## config.mk

```make
export PLATFORM = sky130hd
export DESIGN_NAME = sbus_mem_slave_flat
export DESIGN_NICKNAME = d
export VERILOG_FILES = /design/src/rtl/sbus_mem_slave_if.sv /design/src/rtl/sbus_mem_slave.sv /design/src/flat_wrapper.sv
export SDC_FILE = /design/constraint.sdc
export NUM_CORES = 1
export LEC_CHECK = 0
export ABC_AREA = 1
export CAP_MARGIN = 40
export CORE_UTILIZATION = 31
export CTS_CLUSTER_DIAMETER = 80
export DETAILED_ROUTE_END_ITERATION = 16
export HOLD_SLACK_MARGIN = 0.06
export PLACE_DENSITY = 0.84
export SLEW_MARGIN = 20
export SYNTH_ARGS = -nofsm -noshare
export SYNTH_HDL_FRONTEND = slang
export SYNTH_SLANG_ARGS = --single-unit
```

## constraint.sdc

```tcl
create_clock -name clk -period 1.55 [get_ports clk]
set_clock_uncertainty 0.1 [all_clocks]
set_input_delay 0.3875 -clock clk [delete_from_list [all_inputs] [get_ports clk]]
set_output_delay 0.3875 -clock clk [all_outputs]
set_load 0.05 [all_outputs]
```

## src/rtl/sbus_mem_slave_if.sv

```systemverilog
// sbus request/stall bundle plus the word-wide SRAM port of one memory slave.
// Latency: none, wires only.
// Backpressure: stall is driven by the slave; the master holds en and the request until stall drops.
// Ports: en/we/size/addr/data_w (request), data_r/stall (response),
//        mem_en/mem_be/mem_addr/mem_wdata (SRAM command), mem_rdata (SRAM read data).
// The master modport is the slave's environment: the core side plus the SRAM.
interface sbus_mem_slave_if #(
    parameter int ADDR_W = 32
);
    logic              en;
    logic              we;
    logic [1:0]        size;
    logic [ADDR_W-1:0] addr;
    logic [31:0]       data_w;
    logic [31:0]       data_r;
    logic              stall;
    logic              mem_en;
    logic [3:0]        mem_be;
    logic [ADDR_W-3:0] mem_addr;
    logic [31:0]       mem_wdata;
    logic [31:0]       mem_rdata;

    modport slave (
        input  en, we, size, addr, data_w, mem_rdata,
        output data_r, stall, mem_en, mem_be, mem_addr, mem_wdata
    );

    modport master (
        output en, we, size, addr, data_w, mem_rdata,
        input  data_r, stall, mem_en, mem_be, mem_addr, mem_wdata
    );
endinterface

```

## src/rtl/sbus_mem_slave.sv

```systemverilog
// sbus responder in front of a synchronous word-wide SRAM with byte strobes.
// Latency: reads MEM_LAT+1 stall cycles, writes and illegal requests 1 stall cycle.
// Backpressure: stall = en & (state != DONE); one access outstanding at most.
// Ports: clk, rst (async, active-low), bus (sbus_mem_slave_if.slave; its ADDR_W
//        must equal this module's ADDR_W).
module sbus_mem_slave #(
    parameter int ADDR_W  = 32,
    parameter int MEM_LAT = 1
) (
    input  logic            clk,
    input  logic            rst,
    sbus_mem_slave_if.slave bus
);
    typedef enum logic [1:0] {S_IDLE, S_WAIT, S_DONE} state_t;

    localparam logic [3:0] LAT_M1 = 4'(MEM_LAT - 1);

    state_t      state, state_nxt;
    logic [3:0]  cnt, cnt_nxt;
    logic [31:0] data_q, data_nxt;

    logic        legal;
    logic [1:0]  ofs;
    logic [3:0]  be_lane;
    logic [31:0] wdata_lane;
    logic        issue;

    assign ofs = bus.addr[1:0];

    // Misaligned halves/words and size 11 are dropped here; the master raises the exception.
    always_comb begin
        legal = 1'b0;
        case (bus.size)
            2'b00:   legal = 1'b1;
            2'b01:   legal = ~ofs[0];
            2'b10:   legal = (ofs == 2'b00);
            default: legal = 1'b0;
        endcase
    end

    // Write data is replicated across lanes so the strobes alone select the bytes.
    always_comb begin
        be_lane    = 4'b1111;
        wdata_lane = bus.data_w;
        case (bus.size)
            2'b00: begin
                be_lane    = 4'b0001 << ofs;
                wdata_lane = {4{bus.data_w[7:0]}};
            end
            2'b01: begin
                be_lane    = 4'b0011 << ofs;
                wdata_lane = {2{bus.data_w[15:0]}};
            end
            default: begin
                be_lane    = 4'b1111;
                wdata_lane = bus.data_w;
            end
        endcase
    end

    // The SRAM command is only ever issued from IDLE, so a request is sampled exactly once.
    // Gating with rst keeps the SRAM port quiet while reset is held with en high.
    assign issue = rst & (state == S_IDLE) & bus.en & legal;

    always_ff @(posedge clk or negedge rst) begin
        if (!rst) begin
            state  <= S_IDLE;
            cnt    <= 4'd0;
            data_q <= 32'd0;
        end else begin
            state  <= state_nxt;
            cnt    <= cnt_nxt;
            data_q <= data_nxt;
        end
    end

    always_comb begin
        state_nxt = state;
        cnt_nxt   = cnt;
        data_nxt  = data_q;
        case (state)
            S_IDLE: begin
                if (bus.en) begin
                    if (!legal) begin
                        data_nxt  = 32'd0;
                        state_nxt = S_DONE;
                    end else if (bus.we) begin
                        state_nxt = S_DONE;
                    end else begin
                        cnt_nxt   = LAT_M1;
                        state_nxt = S_WAIT;
                    end
                end
            end
            // Runs to completion even if en drops: the read is already in the SRAM pipe.
            S_WAIT: begin
                if (cnt == 4'd0) begin
                    data_nxt  = bus.mem_rdata;
                    state_nxt = S_DONE;
                end else begin
                    cnt_nxt = cnt - 4'd1;
                end
            end
            S_DONE:  state_nxt = S_IDLE;
            default: state_nxt = S_IDLE;
        endcase
    end

    assign bus.stall     = bus.en & (state != S_DONE);
    assign bus.data_r    = data_q;
    assign bus.mem_en    = issue;
    assign bus.mem_be    = (issue & bus.we) ? be_lane : 4'b0000;
    assign bus.mem_wdata = (issue & bus.we) ? wdata_lane : 32'd0;
    assign bus.mem_addr  = issue ? bus.addr[ADDR_W-1:2] : '0;
endmodule

```

## src/flat_wrapper.sv

```systemverilog
// flat-port wrapper written by rule: the top's interface ports become plain ports
module sbus_mem_slave_flat 
#(
    parameter int ADDR_W  = 32,
    parameter int MEM_LAT = 1
)
  (clk, rst, bus_en, bus_we, bus_size, bus_addr, bus_data_w, bus_mem_rdata, bus_data_r, bus_stall, bus_mem_en, bus_mem_be, bus_mem_addr, bus_mem_wdata);
  sbus_mem_slave_if #(.ADDR_W(ADDR_W)) bus_i ();
  input  logic clk;
  input  logic rst;
  input wire logic [$bits(bus_i.en)-1:0] bus_en;
  input wire logic [$bits(bus_i.we)-1:0] bus_we;
  input wire logic [$bits(bus_i.size)-1:0] bus_size;
  input wire logic [$bits(bus_i.addr)-1:0] bus_addr;
  input wire logic [$bits(bus_i.data_w)-1:0] bus_data_w;
  input wire logic [$bits(bus_i.mem_rdata)-1:0] bus_mem_rdata;
  output wire logic [$bits(bus_i.data_r)-1:0] bus_data_r;
  output wire logic [$bits(bus_i.stall)-1:0] bus_stall;
  output wire logic [$bits(bus_i.mem_en)-1:0] bus_mem_en;
  output wire logic [$bits(bus_i.mem_be)-1:0] bus_mem_be;
  output wire logic [$bits(bus_i.mem_addr)-1:0] bus_mem_addr;
  output wire logic [$bits(bus_i.mem_wdata)-1:0] bus_mem_wdata;
  assign bus_i.en = bus_en;
  assign bus_i.we = bus_we;
  assign bus_i.size = bus_size;
  assign bus_i.addr = bus_addr;
  assign bus_i.data_w = bus_data_w;
  assign bus_i.mem_rdata = bus_mem_rdata;
  assign bus_data_r = bus_i.data_r;
  assign bus_stall = bus_i.stall;
  assign bus_mem_en = bus_i.mem_en;
  assign bus_mem_be = bus_i.mem_be;
  assign bus_mem_addr = bus_i.mem_addr;
  assign bus_mem_wdata = bus_i.mem_wdata;
  sbus_mem_slave #(.ADDR_W(ADDR_W), .MEM_LAT(MEM_LAT)) u_core (.clk(clk), .rst(rst), .bus(bus_i));
endmodule
```

==> results.py <==
metrics = {
    "clock_network": {
        "cts_buffers": 5,
        "clockRootBuffer": "clkbuf_8",
        "clkSlewWorstSetupHoldPaths_ns": 0.09,
        "htree_num_levels": 2,
        "cts_tree": "done",
        "cts_buffer_depth": 2,
        "cts.sinks": 38,
        "clock_latency_ns": 0.30,
    },
    "pwr": {
        "p_per_area_mw_per_mm2": 1490,
        "swShare_pct": 46.7,
        "pwr-share-comb_pct": 75.5,
        "intPower_mw": 5.94,
        "seq_power_share_pct": 18.2,
        "power.share.clock_pct": 6.3,
        "vdd_drop_max_mv": 1.65,
        "power_leakage_nw": 3.24,
        "power.net_switching_mw": 5.20,
    },
    "worst_setup_path": {
        "rrSetupSlack_ns": -0.17,
        "r2r_end": "u_core.bus.data_r[19]$_DFFE_PN0P_",
        "cp_data_required_time_ns": 1.06,
        "end_kind": "output pin",
        "reg2reg_from": "u_core.cnt[1]$_DFFE_PN0P_",
        "cp_top_family": "compound AO/OA/AOI/OAI gates",
        "cp_num_buf_inv": 3,
        "critical_path.max_stage_delay_ns": 0.43,
        "worstPathArrival_ns": 1.92,
        "crit_top_cell": "nand2_1",
        "path_cells": "clkdlybuf4s15_2 -> inv_4 -> nand2_1 -> o21ai_0 -> nand2_1 -> a21oi_4 -> buf_12",
        "crit_fanout": 9,
        "startpoint_type": "input port",
        "slowest_stage": "o21ai_0",
        "ff2ff_path_depth": 10,
        "path_class": "in2out",
    },
    "hold_path": {
        "hold_class": "in2async",
    },
    "drt": {
        "dr.pass1.iters": 4,
        "wire_per_inst_um": 21.3,
        "route.detailed.drc": 0,
        "drt-total-wl_um": 15800,
        "avgViaCountPerCell": 5.12,
        "vias": 3798,
        "ant_nets": 0,
        "drt_iter0_markers": 214,
    },
    "synth": {
        "ys_ff_latch": 38,
        "synth_commonest_cells": "nand2_1, nor2_1, inv_1, dfrtp_1, o21ai_2",
        "syn_area_per_cell_um2": 7.06,
        "async_flop_share_pct": 100,
        "synth-edff-count": 0,
        "yosys.area.top_type": "dfrtp_1",
        "synth_top_area_share_pct": 36.6,
        "synth_cell_types": 26,
        "yosys.cell_count.top_type": "nand2_1",
        "synth_area_mm2": 0.00260,
        "ys_seq_area_share_pct": 36.6,
        "synthTopCellsByArea": "dfrtp_1, nand2_1, nor2_1",
        "synthFlopType": "dfrtp_1",
        "syn_nets": 472,
        "syn_inst": 368,
        "synth_warnings": 0,
    },
    "grt": {
        "grtUsageMet2_pct": 62.9,
        "grt_pass1_vias": 3954,
        "grt_max_degree": 39,
        "busiest_layer": "met2",
        "antenna_found_initial": 3,
        "grt_use_total_pct": 34.9,
        "grt_first_pass_wirelength_um": 22700,
        "grt_overflow": 0,
        "grt_util_met1_pct": 35.6,
        "met3_usage_pct": 9.76,
    },
    "finish": {
        "final_cells": 742,
        "layout-drive-gt1-share_pct": 53.6,
        "nets": 737,
        "regArea_um2": 951,
        "fill_cells": 269,
        "syn_to_final_growth_pct": 188,
        "multiInputGateArea_mm2": 0.00208,
    },
    "timing": {
        "drv_slew": 0,
        "fmax_ghz": 0.415,
        "fin_ws_ns": -0.861,
        "hold_violations": 0,
        "layout_min_cycle_time_ns": 2.41,
        "grt_setup_unrepaired": "yes",
        "max_slew_margin_pct": 66.3,
        "setup_violations": 103,
        "timing.final.crit_share_pct": 156,
        "worstMarginPinSlew_ns": 0.505,
    },
    "die": {
        "dieArea_mm2": 0.00875,
        "core_mm2": 0.00818,
        "initial_core_util_pct": 31.8,
        "io_pins": 202,
        "die_x_um": 93.5,
        "rows": 33,
        "die_y_um": 93.5,
    },
    "placed_design": {
        "dp_slack_ns": -0.904,
        "gp_congestion": 0.921,
        "dp_hpwl_um": 9360,
        "io_buffers": 201,
        "dp_cells": 691,
    },
    "flow_run": {
        "cap_violations": 0,
    },
    "run_status": {
        "failed_checks": "negative setup slack",
        "outcome": "finished with violations",
    },
}
-- routing by layer --
metal	up-vias	wire length (um)
li1	1664	-
met1	1824	5130
met2	229	8390
met3	81	1250
met4	0	1030
met5	-	0
-- metrics by stage --
step,power (mW),setup TNS (ns),utilization [%],area (um^2),hold WS [ns]
floorplan,5.09,-24.83,-,3120,-0.00809
global placement,7.91,-66.80,78.5,6420,0.382
detailed placement,8.07,-71.46,78.5,6420,0.398
CTS,10.7,-49.13,89.5,7320,0.0935
global route,11.5,-63.68,91.5,7480,0.120
finish,11.1,-52.94,91.5,7480,0.0819
-- worst max path at each step --
| stage | cells past startpoint | endpoint | slack [ns] | startpoint |
|---|---|---|---|---|
| global placement | 8 | bus_mem_wdata[30] | -0.85 | bus_addr[0] |
| finish | 7 | bus_mem_be[2] | -0.86 | bus_size[1] |
| CTS | 8 | bus_mem_wdata[25] | -0.78 | u_core.state[0]$_DFFE_PN0P_ |
| global route | 9 | bus_mem_addr[3] | -0.92 | u_core.state[1]$_DFFE_PN0P_ |
| floorplan | 5 | bus_mem_wdata[11] | -0.49 | bus_size[1] |
| detailed placement | 8 | bus_mem_wdata[13] | -0.90 | bus_addr[0] |
-- kinds of logic after synthesis --
family                     count (synthesis)  synth area share [%]
and+or+nand+nor                          196                  32.2
DFF                                       38                  36.6
buffers and inverters                     73                  13.2
xor gates and xnor gates                   1                 0.337
adders and majority gates                  2                 0.963
AOI/OAI and AO/OA                         58                  16.7
-- worst reg2reg max path: cells and delay by family, from the launching register on --
family | cells | cell delay (ns)
fa+ha+maj | 1 | 0.14
simple gates | 3 | 0.23
compound gates | 2 | 0.24
buf+inv | 4 | 0.49
flops | 1 | 0.41
-- layout make-up --
cell class	instances	area share (%)
clock buffers	6	0.970
repair buffers	277	53.7
well taps	105	1.76
multi-input cells	257	27.8
clock inverters	2	0.184
inverters	54	2.79
flip-flops and latches	38	12.7
diodes	3	0.100
-- power groups by stage --
stage	Clock (mW)	Combinational, mW	Sequential, mW
2_1_floorplan	0	2.08	3.01
3_3_place_gp	0	6.01	1.90
3_5_place_dp	0	6.16	1.91
4_1_cts	0.705	7.99	2.00
5_1_grt	0.746	8.72	2.08
6_report	0.701	8.41	2.03
-- registers in the layout, indices dropped and copies added (netlist names) --
| name | cells |
|---|---|
| u_core.bus.data_r | 32 |
| u_core.cnt | 4 |
| u_core.state | 2 |
-- repair_timing --
item                       CTS  global route
pin swaps                   20            12
cloned                      10             2
resized for setup           99            20
setup endpoints to repair  105           105
buffers inserted            26             7
hold buffers                 0             0
hold endpoints to repair     0             0
-- layout by cell type, fill, tap and decap left out, types with 3 or more instances in the layout --
master and n:
nor2_4 53, o21ai_0 4, buf_2 3, nand2_2 11
dfrtp_1 38, nand2_4 20, o22ai_2 4, o21ai_2 31
nand3_1 5, buf_6 11, buf_16 9, nand2_1 63
a21oi_1 10, nor2_1 26, clkdlybuf4s50_1 95, buf_12 112
inv_1 46, o22ai_1 3, diode_2 3, nor3_4 14
clkbuf_8 5, inv_2 6, buf_4 39
(Power assumes the default switching activity.)
==> patch: new RTL, config.mk and constraints unchanged <==
`ADDR_W` is set to 32 in 3 places; all go to 16.
--- a/src/rtl/sbus_mem_slave_if.sv
+++ b/src/rtl/sbus_mem_slave_if.sv
@@ -7,3 +7,3 @@
 interface sbus_mem_slave_if #(
-    parameter int ADDR_W = 32
+    parameter int ADDR_W = 16
 );
--- a/src/rtl/sbus_mem_slave.sv
+++ b/src/rtl/sbus_mem_slave.sv
@@ -6,3 +6,3 @@
 module sbus_mem_slave #(
-    parameter int ADDR_W  = 32,
+    parameter int ADDR_W  = 16,
     parameter int MEM_LAT = 1
--- a/src/flat_wrapper.sv
+++ b/src/flat_wrapper.sv
@@ -3,3 +3,3 @@
 #(
-    parameter int ADDR_W  = 32,
+    parameter int ADDR_W  = 16,
     parameter int MEM_LAT = 1
Interface: changed (resized bus_addr and bus_mem_addr); port bits go from 202 to 170. No check against the original RTL was run, so the function may have changed too.
==> patch against the original RTL <==
- the flow still finishes with violations (negative setup slack)
- area after synthesis decreased by 13%
- sequential power increased by 6%
- final area decreased by 12%
- sequential cell count unchanged
- combinational power decreased by 1%
- non-clock buffer count decreased by 42
- power increased by 0.59%
- cell count decreased by 12%
- wire length increased by 27%
- setup slack got worse by 28 ps
- global-route usage increased by 7.6 points
==> patch: results (changes against the original RTL) <==
outcome=finished with violations (unchanged); failing checks=negative setup slack (unchanged); wire length per cell=30.5 um (was 21.3 um); Antenna Cells=0 (was 3); final HPWL from detailed placement=8.76 mm (was 9.36 mm); first element of the critical path=u_core.state[1]$_DFFE_PN0P_ (was bus_size[1]); flop-to-flop setup slack=-470 ps (was -170 ps); Global Route met2 Usage=73.0% (was 62.9%); fraction of synthesized cell area in xor and xnor cells=0.386% (was 0.337%); Final Wtd Congestion=0.884 (was 0.921); worst hold margin=118 ps (was 81.9 ps); static leakage=0.00280 uW (was 0.00324 uW); post-detailed-placement cell area=0.00551 sq mm (was 0.00642 sq mm); complex-gate fraction of the synthesized area=13.5% (was 16.7%); detailed router's first-iteration violation count=506 (was 214); Mapped Avg Cell Area=6.80 sq um (was 7.06 sq um); area share of fa/ha/maj cells after synthesis=1.10% (was 0.963%); worst setup margin=-889 ps (was -861 ps); list of most frequent post-synthesis cells=sky130_fd_sc_hd__nand2_1 (93), sky130_fd_sc_hd__nor2_1 (62), sky130_fd_sc_hd__dfrtp_1 (38) (was sky130_fd_sc_hd__nand2_1 (91), sky130_fd_sc_hd__nor2_1 (78), sky130_fd_sc_hd__inv_1 (52)); final setup vio count=88 (was 103); final-layout fill cell count=168 (was 269); Overall Global Routing Usage=42.5% (was 34.9%); total number of vias=4054 (was 3798); arrival time of the worst setup path=1950 ps (was 1920 ps); first-pass GRT wire length=23.3 mm (was 22.7 mm); routed wire length on met2=9.37 mm (was 8.39 mm); first-pass iteration count of the detailed router=7 (was 4); routed length on met1=6.20 mm (was 5.13 mm)
[patch: changes by cell type after synthesis, moves of 2 or more]
cell,unedited run,this run
sky130_fd_sc_hd__nor3_2,6,0
sky130_fd_sc_hd__o21ai_1,0,13
sky130_fd_sc_hd__nand2_1,91,93
sky130_fd_sc_hd__nor2_4,2,0
sky130_fd_sc_hd__nor2_1,78,62
sky130_fd_sc_hd__nor2_2,0,2
sky130_fd_sc_hd__buf_6,7,3
sky130_fd_sc_hd__nor3_1,8,14
sky130_fd_sc_hd__inv_1,52,37
sky130_fd_sc_hd__o21ai_2,32,1
sky130_fd_sc_hd__o21ai_0,4,23
sky130_fd_sc_hd__nand2_2,3,1
sky130_fd_sc_hd__buf_4,1,4
[patch: layout make-up]
type | instances | area, sq um | area share [%]
Clock inverter | 2 | 10.0 | 0.153
Sequential cell | 38 | 952 | 14.5
Multi-Input combinational cell | 241 | 1930 | 29.4
Clock buffer | 5 | 68.8 | 1.05
Timing Repair Buffer | 235 | 3320 | 50.7
Tap cell | 96 | 120 | 1.83
Inverter | 38 | 154 | 2.35
[patch: power breakdown]
group	total [uW]	switching, uW	internal [uW]	leakage, uW
Clock	723	420	304	0.0000438
Combinational	8330	4580	3750	0.00224
Sequential	2150	737	1420	0.000518
Total	11200	5740	5470	0.00280
[patch: worst max-delay path, cell delays in order, from the launching register on]
cell and delay [ps]:
sky130_fd_sc_hd__dfrtp_1 410, sky130_fd_sc_hd__nor2_2 180, sky130_fd_sc_hd__nand2_2 80, sky130_fd_sc_hd__nor2_4 130, sky130_fd_sc_hd__nand3_4 120, sky130_fd_sc_hd__buf_12 160
sky130_fd_sc_hd__buf_12 140, sky130_fd_sc_hd__buf_12 140, sky130_fd_sc_hd__nor2_4 120, sky130_fd_sc_hd__buf_12 150
